<file path="config.mk">
export PLATFORM = sky130hd
export DESIGN_NAME = alu_sequencer
export DESIGN_NICKNAME = d
export VERILOG_FILES = /design/src/rtl/alu_seq_pkg.sv /design/src/rtl/alu_seq_decode.sv /design/src/rtl/alu_sequencer.sv
export SDC_FILE = /design/constraint.sdc
export NUM_CORES = 1
export LEC_CHECK = 0
export CAP_MARGIN = 20
export CORE_MARGIN = 2
export CORE_UTILIZATION = 25
export CTS_CLUSTER_DIAMETER = 120
export DETAILED_ROUTE_END_ITERATION = 8
export GPL_ROUTABILITY_DRIVEN = 0
export GPL_TIMING_DRIVEN = 0
export PLACE_DENSITY = 0.43
export RECOVER_POWER = 50
export SLEW_MARGIN = 20
export SYNTH_ARGS = -nofsm -noshare
export SYNTH_HDL_FRONTEND = slang
export SYNTH_SLANG_ARGS = --single-unit
</file>
<file path="constraint.sdc">
create_clock -name clk -period 2.41 [get_ports clk]
set_clock_uncertainty 0.2 [all_clocks]
set_input_delay 0.482 -clock clk [delete_from_list [all_inputs] [get_ports clk]]
set_output_delay 0.482 -clock clk [all_outputs]
set_load 0.02 [all_outputs]
</file>
<file path="src/rtl/alu_seq_pkg.sv">
// Shared types and constants for the ALU micro-sequencer: FSM states, opcodes,
// ALU unit select codes and the registered control bundle.
package alu_seq_pkg;

  typedef enum logic [1:0] {
    StIdle,
    StCnt,
    StExec,
    StDone
  } state_e;

  typedef enum logic [2:0] {
    OpAdd = 3'd0,
    OpSub = 3'd1,
    OpAnd = 3'd2,
    OpOr  = 3'd3,
    OpXor = 3'd4,
    OpNot = 3'd5,
    OpShl = 3'd6,
    OpCmp = 3'd7
  } op_e;

  localparam logic [3:0] OUT_ADDSUB = 4'd5;
  localparam logic [3:0] OUT_ANDOR  = 4'd6;
  localparam logic [3:0] OUT_SHIFT  = 4'd7;
  localparam logic [3:0] OUT_XORNOT = 4'd10;
  localparam logic [3:0] CTL_IDLE   = 4'hF;
  localparam logic [2:0] ARG_R_ZERO = 3'd6;
  localparam logic [2:0] ARG_R_NONE = 3'd7;

  // Registered ALU controls; cin is kept out because it follows fout live.
  typedef struct packed {
    logic [3:0] outctl;
    logic [3:0] loadctl;
    logic [1:0] arg_l;
    logic [2:0] arg_r;
    logic       alt;
    logic       calcfn;
  } ctl_t;

  localparam ctl_t IDLE_CTL = '{
    outctl:  CTL_IDLE,
    loadctl: CTL_IDLE,
    arg_l:   2'd0,
    arg_r:   ARG_R_NONE,
    alt:     1'b0,
    calcfn:  1'b1
  };

  // A shift-count byte of 0 encodes eight cycles.
  function automatic logic [3:0] shift_count(input logic [2:0] count_bits);
    return (count_bits == 3'd0) ? 4'd8 : {1'b0, count_bits};
  endfunction

endpackage

</file>
<file path="src/rtl/alu_seq_decode.sv">
// Combinational decode of one opcode (plus live carry flag) into the ALU
// control fields that apply while the instruction executes.
module alu_seq_decode
  import alu_seq_pkg::*;
(
  input  logic [2:0] i_op,
  input  logic [1:0] i_dst,
  input  logic [1:0] i_src,
  input  logic       i_c,
  input  logic [3:0] i_fout,
  output logic [3:0] o_outctl,
  output logic [3:0] o_loadctl,
  output logic [1:0] o_arg_l,
  output logic [2:0] o_arg_r,
  output logic       o_alt,
  output logic       o_cin
);

  op_e  w_op;
  logic w_carry;
  logic w_unused_flags;

  assign w_op           = op_e'(i_op);
  assign w_carry        = i_fout[0];
  assign w_unused_flags = ^i_fout[3:1];

  always_comb begin
    o_outctl  = OUT_ADDSUB;
    o_loadctl = {2'b00, i_dst};
    o_arg_l   = i_dst;
    o_arg_r   = {1'b0, i_src};
    o_alt     = 1'b0;
    o_cin     = 1'b0;
    unique case (w_op)
      OpAdd: begin
        o_outctl = OUT_ADDSUB;
        o_cin    = i_c & w_carry;
      end
      OpSub: begin
        o_outctl = OUT_ADDSUB;
        o_alt    = 1'b1;
        // Plain SUB feeds carry 1 (two's complement); SBC chains the borrow.
        o_cin    = i_c ? w_carry : 1'b1;
      end
      OpAnd: begin
        o_outctl = OUT_ANDOR;
      end
      OpOr: begin
        o_outctl = OUT_ANDOR;
        o_alt    = 1'b1;
      end
      OpXor: begin
        o_outctl = OUT_XORNOT;
      end
      OpNot: begin
        o_outctl = OUT_XORNOT;
        o_arg_r  = ARG_R_ZERO;
        o_alt    = 1'b1;
      end
      OpShl: begin
        o_outctl = OUT_SHIFT;
        o_arg_r  = ARG_R_NONE;
        o_cin    = i_c & w_carry;
      end
      OpCmp: begin
        o_outctl  = OUT_ADDSUB;
        o_loadctl = CTL_IDLE;
        o_alt     = 1'b1;
        o_cin     = 1'b1;
      end
      default: begin
        o_outctl = OUT_ADDSUB;
      end
    endcase
  end

endmodule

</file>
<file path="src/rtl/alu_sequencer.sv">
// Micro-sequencer that turns an opcode byte (and an optional shift count byte)
// into one or more cycles of ALU control, followed by a done pulse.
module alu_sequencer
  import alu_seq_pkg::*;
(
  input  logic       clk,
  input  logic       rst,
  input  logic       ir_load,
  input  logic [7:0] bus_in,
  input  logic [3:0] fout,
  output logic [3:0] outctl,
  output logic [3:0] loadctl,
  output logic [1:0] arg_l,
  output logic [2:0] arg_r,
  output logic       alt,
  output logic       calcfn,
  output logic       cin,
  output logic       busy,
  output logic       done
);

  state_e     r_state;
  logic [7:0] r_opcode;
  logic [3:0] r_count;
  ctl_t       r_ctl;
  logic       r_busy;
  logic       r_done;

  logic [7:0] w_opc;
  op_e        w_op;
  ctl_t       w_exec_ctl;
  logic [3:0] w_dec_outctl;
  logic [3:0] w_dec_loadctl;
  logic [1:0] w_dec_arg_l;
  logic [2:0] w_dec_arg_r;
  logic       w_dec_alt;
  logic       w_dec_cin;

  // In IDLE the opcode is still on the bus; afterwards decode the held copy.
  assign w_opc = (r_state == StIdle) ? bus_in : r_opcode;
  assign w_op  = op_e'(w_opc[7:5]);

  alu_seq_decode u_decode (
    .i_op      (w_opc[7:5]),
    .i_dst     (w_opc[4:3]),
    .i_src     (w_opc[2:1]),
    .i_c       (w_opc[0]),
    .i_fout    (fout),
    .o_outctl  (w_dec_outctl),
    .o_loadctl (w_dec_loadctl),
    .o_arg_l   (w_dec_arg_l),
    .o_arg_r   (w_dec_arg_r),
    .o_alt     (w_dec_alt),
    .o_cin     (w_dec_cin)
  );

  assign w_exec_ctl = '{
    outctl:  w_dec_outctl,
    loadctl: w_dec_loadctl,
    arg_l:   w_dec_arg_l,
    arg_r:   w_dec_arg_r,
    alt:     w_dec_alt,
    calcfn:  1'b0
  };

  always_ff @(posedge clk) begin
    if (rst) begin
      r_state  <= StIdle;
      r_opcode <= 8'd0;
      r_count  <= 4'd0;
      r_ctl    <= IDLE_CTL;
      r_busy   <= 1'b0;
      r_done   <= 1'b0;
    end else begin
      r_done <= 1'b0;
      unique case (r_state)
        StIdle: begin
          if (ir_load) begin
            r_opcode <= bus_in;
            r_busy   <= 1'b1;
            if (w_op == OpShl) begin
              r_state <= StCnt;
            end else begin
              r_state <= StExec;
              r_ctl   <= w_exec_ctl;
            end
          end
        end
        StCnt: begin
          if (ir_load) begin
            r_count <= shift_count(bus_in[2:0]);
            r_state <= StExec;
            r_ctl   <= w_exec_ctl;
          end
        end
        StExec: begin
          // Shifts stay here until the count runs out; everything else leaves at once.
          if ((w_op == OpShl) && (r_count > 4'd1)) begin
            r_count <= r_count - 4'd1;
          end else begin
            if (w_op == OpShl) begin
              r_count <= 4'd0;
            end
            r_state <= StDone;
            r_ctl   <= IDLE_CTL;
            r_done  <= 1'b1;
          end
        end
        StDone: begin
          r_state <= StIdle;
          r_busy  <= 1'b0;
        end
        default: begin
          r_state <= StIdle;
          r_ctl   <= IDLE_CTL;
          r_busy  <= 1'b0;
        end
      endcase
    end
  end

  assign outctl  = r_ctl.outctl;
  assign loadctl = r_ctl.loadctl;
  assign arg_l   = r_ctl.arg_l;
  assign arg_r   = r_ctl.arg_r;
  assign alt     = r_ctl.alt;
  assign calcfn  = r_ctl.calcfn;
  // Carry-in follows the live flags so RCL chains through every shift cycle.
  assign cin     = (r_state == StExec) & w_dec_cin;
  assign busy    = r_busy;
  assign done    = r_done;

endmodule

</file>
# Word level (Yosys, flattened, before mapping)
# Index checks and enable logic that the tools add are counted.
# totals
reg_bits	31
input_bits	15
out_inout_bits	18
word_cells	74
# classes
addsub	1
n_lt_le_gt_ge	1
eq_ne	15
muxes	25
n_bitwise	3
reduce_logical	18
# ops
operator	n
15-bit two-way mux	4
15-bit case mux with 3 select lines	1
4-bit two-way mux	5
4-bit case mux with 4 select lines	1
3-bit == test, second input constant	4
2-bit two-way mux	4
8-bit two-way mux	1
2-bit != test, second input constant	4
2-bit case mux with 4 select lines	1
4-bit case mux with 2 select lines	1
2-bit OR reduction	4
3-bit by 2-bit == test with 1-bit output, second input constant	2
3-bit zero test	2
3-bit case mux with 2 select lines	1
3-bit AND reduction	2
5-bit AND reduction	1
2-bit == test, second input constant	2
4-bit by 1-bit greater-than comparator with 1-bit output, second input constant	1
1-bit two-way mux	4
2-bit AND reduction	2
2-bit nonzero test	2
4-bit OR reduction	1
4-bit by 1-bit subtractor with 4-bit output, second input constant	1
3-bit by 1-bit == test with 1-bit output, second input constant	1
10 further kinds	11

# Logic depth before layout (Yosys ltp)
# depth
depth_word	8
mapped_depth	9

# By module
# Synthesis repeated with hierarchy kept, for this count alone.
# unflattened
hier_cells	206
hier_area_um2	1790.5
# modules_own_cells
module	n_inst	cells_each	area_per_inst_um2	seq_area_each_um2
alu_sequencer	1	181	1637.8	620.6
alu_seq_decode	1	25	152.6	0.0

# Worst setup path before layout
# No wires, ideal clock.
# synth_timing
path_type	reg-to-output
start	reg r_state[0]
end	out cin
t_arrival_ps	1630
required_time_ps	1728
slack_ps	98
stages_incl_launch_ff	10
path_cell_list	dfxtp_1 -> inv_1 -> ha_1 -> buf_6 -> buf_2 -> inv_1 -> nor2_1 -> a21oi_1 -> nand2_1 -> a21oi_1
# synth_via
elab_chain_cells	6
elab_cells_between_ends	12
classes_between	4 x eq/ne; 3 x mux; 2 x bitwise; 3 x reduce/logical
# synth_lines
item	line_no	text
from (decl)	alu_sequencer.sv:22	state_e r_state;
from (signal assigned)	alu_sequencer.sv:68	r_state <= StIdle;
from (signal assigned)	alu_sequencer.sv:82	r_state <= StCnt;
from (signal assigned)	alu_sequencer.sv:84	r_state <= StExec;
2-bit zero test	alu_sequencer.sv:40	assign w_opc = (r_state == StIdle) ? bus_in : r_opcode;
8-bit two-way mux	alu_sequencer.sv:40	
3-bit == test / 3-bit zero test (equally long branches)	alu_seq_decode.sv:34	unique case (w_op)
2-bit OR reduction (no line)	--	
1-bit case mux with 3 select lines	alu_seq_decode.sv:34	
1-bit bitwise AND *	alu_sequencer.sv:129	assign cin = (r_state == StExec) & w_dec_cin;
to (decl)	alu_sequencer.sv:17	output logic cin,
# Every way passes the cells marked *; elsewhere a longest branch is shown, timed or not.

# Final worst setup path
# Same ends and word-level chain as after synthesis.

==> metrics.md <==
| Metric | Value |
|---|---|
| Number of buffers inserted by port buffering | `29` |
| Post-Syn Area | `approximately 0.0016 sq mm` |
| Cts hold-fix bufs | `0` |
| Clk buf depth | `2` |
| Height of the die | `between 80 and 90 microns` |
| CP max stage cell | `dfxtp_2` |
| Sequential fraction of the synthesis area | `0.376` |
| Clock latency on the worst-skew pair | `0.28 ns` |
| Placed wire-length estimate | `around 3200 microns` |
| Row cnt | `29` |
| Fmax | `~410 MHz` |
| Syn Nets | `between 200 and 250` |
| CTS sink count | `30` |
| Failing checks | `negative setup slack` |
| CP required | `1.73 ns` |
| Final wirelength | `about 4400 microns` |
| GRT Total Usage | `0.131` |
| Commonest non-fill, non-tap cell in the layout | `dfxtp_1` |
| CP dominant cell by count | `buf_6` |
| Hold Vio Cnt, Final | `0` |
| Critical Path Start Type | `register` |
| Layout cells sized above 1 | `0.185` |
| H-tree Lvls | `2` |
| First-pass GRT wire length | `roughly 7300 microns` |
| Total Power | `0.00273 W` |
| Core area | `between 0.006 and 0.007 sq mm` |
| Fin crit period | `between 2 and 2.5 ns` |
| CTS tree | `done` |
| Arr. time, crit path | `1.75 ns` |
| Number of distinct library cells after synthesis | `46` |
| Commonest cells after routing, fill and taps aside | `28 x dfxtp_1, 25 x nor2_1, 18 x dlygate4sd3_1` |
| Routed vias/inst | `roughly 4.8` |
| Pre-Repair DR Iteration Count | `4` |
| Tightest Hold Check Type | `reg2reg` |
| CP cell instances | `inv_2 > ha_4 > buf_6 > buf_12 > mux2i_4 > nand2b_4 > a21oi_4 > buf_6` |
| Fin crit share | `1.01` |
| DRC Markers | `0` |
| Initial antenna violation count | `0` |
| Clock root buffer | `clkbuf_8` |
| Vias in the first global route | `approximately 1,500` |
| Die W | `84.0 microns` |
| Gr ovfl total | `0` |
| Mean area per synthesized cell | `8.29 sq um` |
| Largest stage delay, worst path | `approximately 0.35 ns` |
| Setup violations, final | `1` |
| Routed len/inst | `about 14 microns` |
| Primary FF master, synth | `dfxtp_1` |
| RSZ-0062 raised after global routing | `true` |
| Peak supply drop | `approximately 0.52 mV` |
| # IOs | `33` |
| Status | `finished, violations left` |
| Pwr/cell area | `~1200 mW/mm^2` |
| Area growth from synthesis to final layout | `39.4%` |
| Post-Synthesis Cells | `roughly 190` |
| Lkg Pwr | `between 0.8 and 0.9 nW` |
| Max-slew violations | `0` |
| Drt initial violations | `41` |
| Final core occ | `0.355` |
| DRT antenna net count | `0` |
| Worst Tran Pin Value | `around 0.52 ns` |
| Worst-path clk slew | `0.06 ns` |
| Starting Density | `0.255` |
| Max-cap violations | `0` |
| CTS buffer count | `5` |
| Synth async-reset ratio | `0` |
| Largest net degree at the start of global routing | `11` |
| Slew headroom | `0.655` |
| Crit-path max FO | `5` |
| Worst setup EP type | `primary output` |
| # nets final | `approximately 260` |
| Syn. warnings | `0` |
| Routed vias | `~1,500` |
| Yosys reg bits | `30` |
| WS Path Type | `reg2out` |
| Die ar. | `roughly 0.007 sq mm` |
| Slack of the critical path | `-0.0186 ns` |
| Antenna cells | `0` |
| Post-synth EDFFs | `0` |
[worst max-delay path, delay by kind of cell (launching register included)]
family / cells / cell delay, ns
AOI/OAI and AO/OA: 1 / 0.15
adders and majority gates: 1 / 0.16
buffers and inverters: 4 / 0.45
DFF: 1 / 0.35
muxes: 1 / 0.19
and+or+nand+nor: 1 / 0.16
[state kept, by name (all words and copies together), names as in the netlist]
register  flops
busy          1
done          1
r_opcode      8
r_state       2
arg_l         2
loadctl       3
alt           1
r_count       4
arg_r         3
calcfn        1
outctl        4
[synth_stat cells (all sizes together), types with 4 or more instances]
library cell  instances  area [sq um]
a21oi                20           104
ha                    6          75.1
mux2i                 5          50.1
nand3                 9          45.0
dfxtp                30           601
clkbuf                5          18.8
nor3                  5          36.3
nor2                 25          93.8
inv                   8          30.0
buf                   5          35.0
nand2                16          60.1
o21ai                14          70.1
nand2b                4          25.0
[timing repair]
item | in CTS | in global routing
endpoints found under the setup margin | 1 | 4
setup buffers | 7 | 1
gates resized for setup | 29 | 6
pin swaps | 3 | 1
[path summary, 6_finish.rpt]
kind | to | slack, ns | cells after the start | from
hold reg to reg | arg_l[1]$_SDFFE_PP0P_ | 0.25 | 2 | arg_l[1]$_SDFFE_PP0P_
setup / recovery | cin | -0.02 | 8 | r_state[0]$_SDFFE_PP0P_
setup reg to reg | arg_r[0]$_SDFFE_PP1P_ | 0.14 | 9 | r_state[0]$_SDFFE_PP0P_
hold / removal | arg_l[1]$_SDFFE_PP0P_ | 0.25 | 2 | arg_l[1]$_SDFFE_PP0P_
[cell families after synthesis]
kind of cell / after synthesis / share of synthesized area
AND/OR/NAND/NOR: 77 / 0.253
AO/OA/AOI/OAI: 53 / 0.216
flip-flops: 30 / 0.376
buffers and inverters: 18 / 0.0524
multiplexers: 7 / 0.0454
adder cells (fa/ha/maj): 6 / 0.0469
XOR/XNOR: 2 / 0.0110
[where the power goes]
| part | internal, W | switching [W] |
|---|---|---|
| logic | 0.000701 | 0.000862 |
| registers | 0.000656 | 0.0000926 |
| clock network | 0.000230 | 0.000192 |
[metal layers]
layer | GRT usage | vias up | wire length, microns
met3 | 0.0346 | 7 | 164
li1 | - | 771 | -
met5 | 0 | - | 0
met1 | 0.177 | 704 | 2140
met4 | 0.0411 | 0 | 51
met2 | 0.201 | 34 | 2050
[area by class of cell]
class | instances | area [sq um]
Clock buffer | 7 | 86.3
Sequential cell | 30 | 603
Fill cell | 691 | 4050
Inverter | 8 | 35.0
Clock inverter | 1 | 5.00
Multi-Input combinational cell | 145 | 985
Buffer | 10 | 70.1
Tap cell | 77 | 96.3
Timing Repair Buffer | 37 | 349
[metrics by stage]
stage          setup WS, ns  cells  setup TNS [ns]  hold WS [ns]  area, sq um
2_1_floorplan        0.0980    193               0         0.232         1600
3_3_place_gp         -0.664    299           -1.68         0.243         1990
3_5_place_dp         -0.649    299           -1.56         0.247         1990
4_1_cts             0.00250    314               0         0.256         2190
5_1_grt             -0.0706    315         -0.0741         0.283         2230
6_report            -0.0186    315         -0.0186         0.253         2230
No activity file was read; power rests on OpenSTA's default activity.
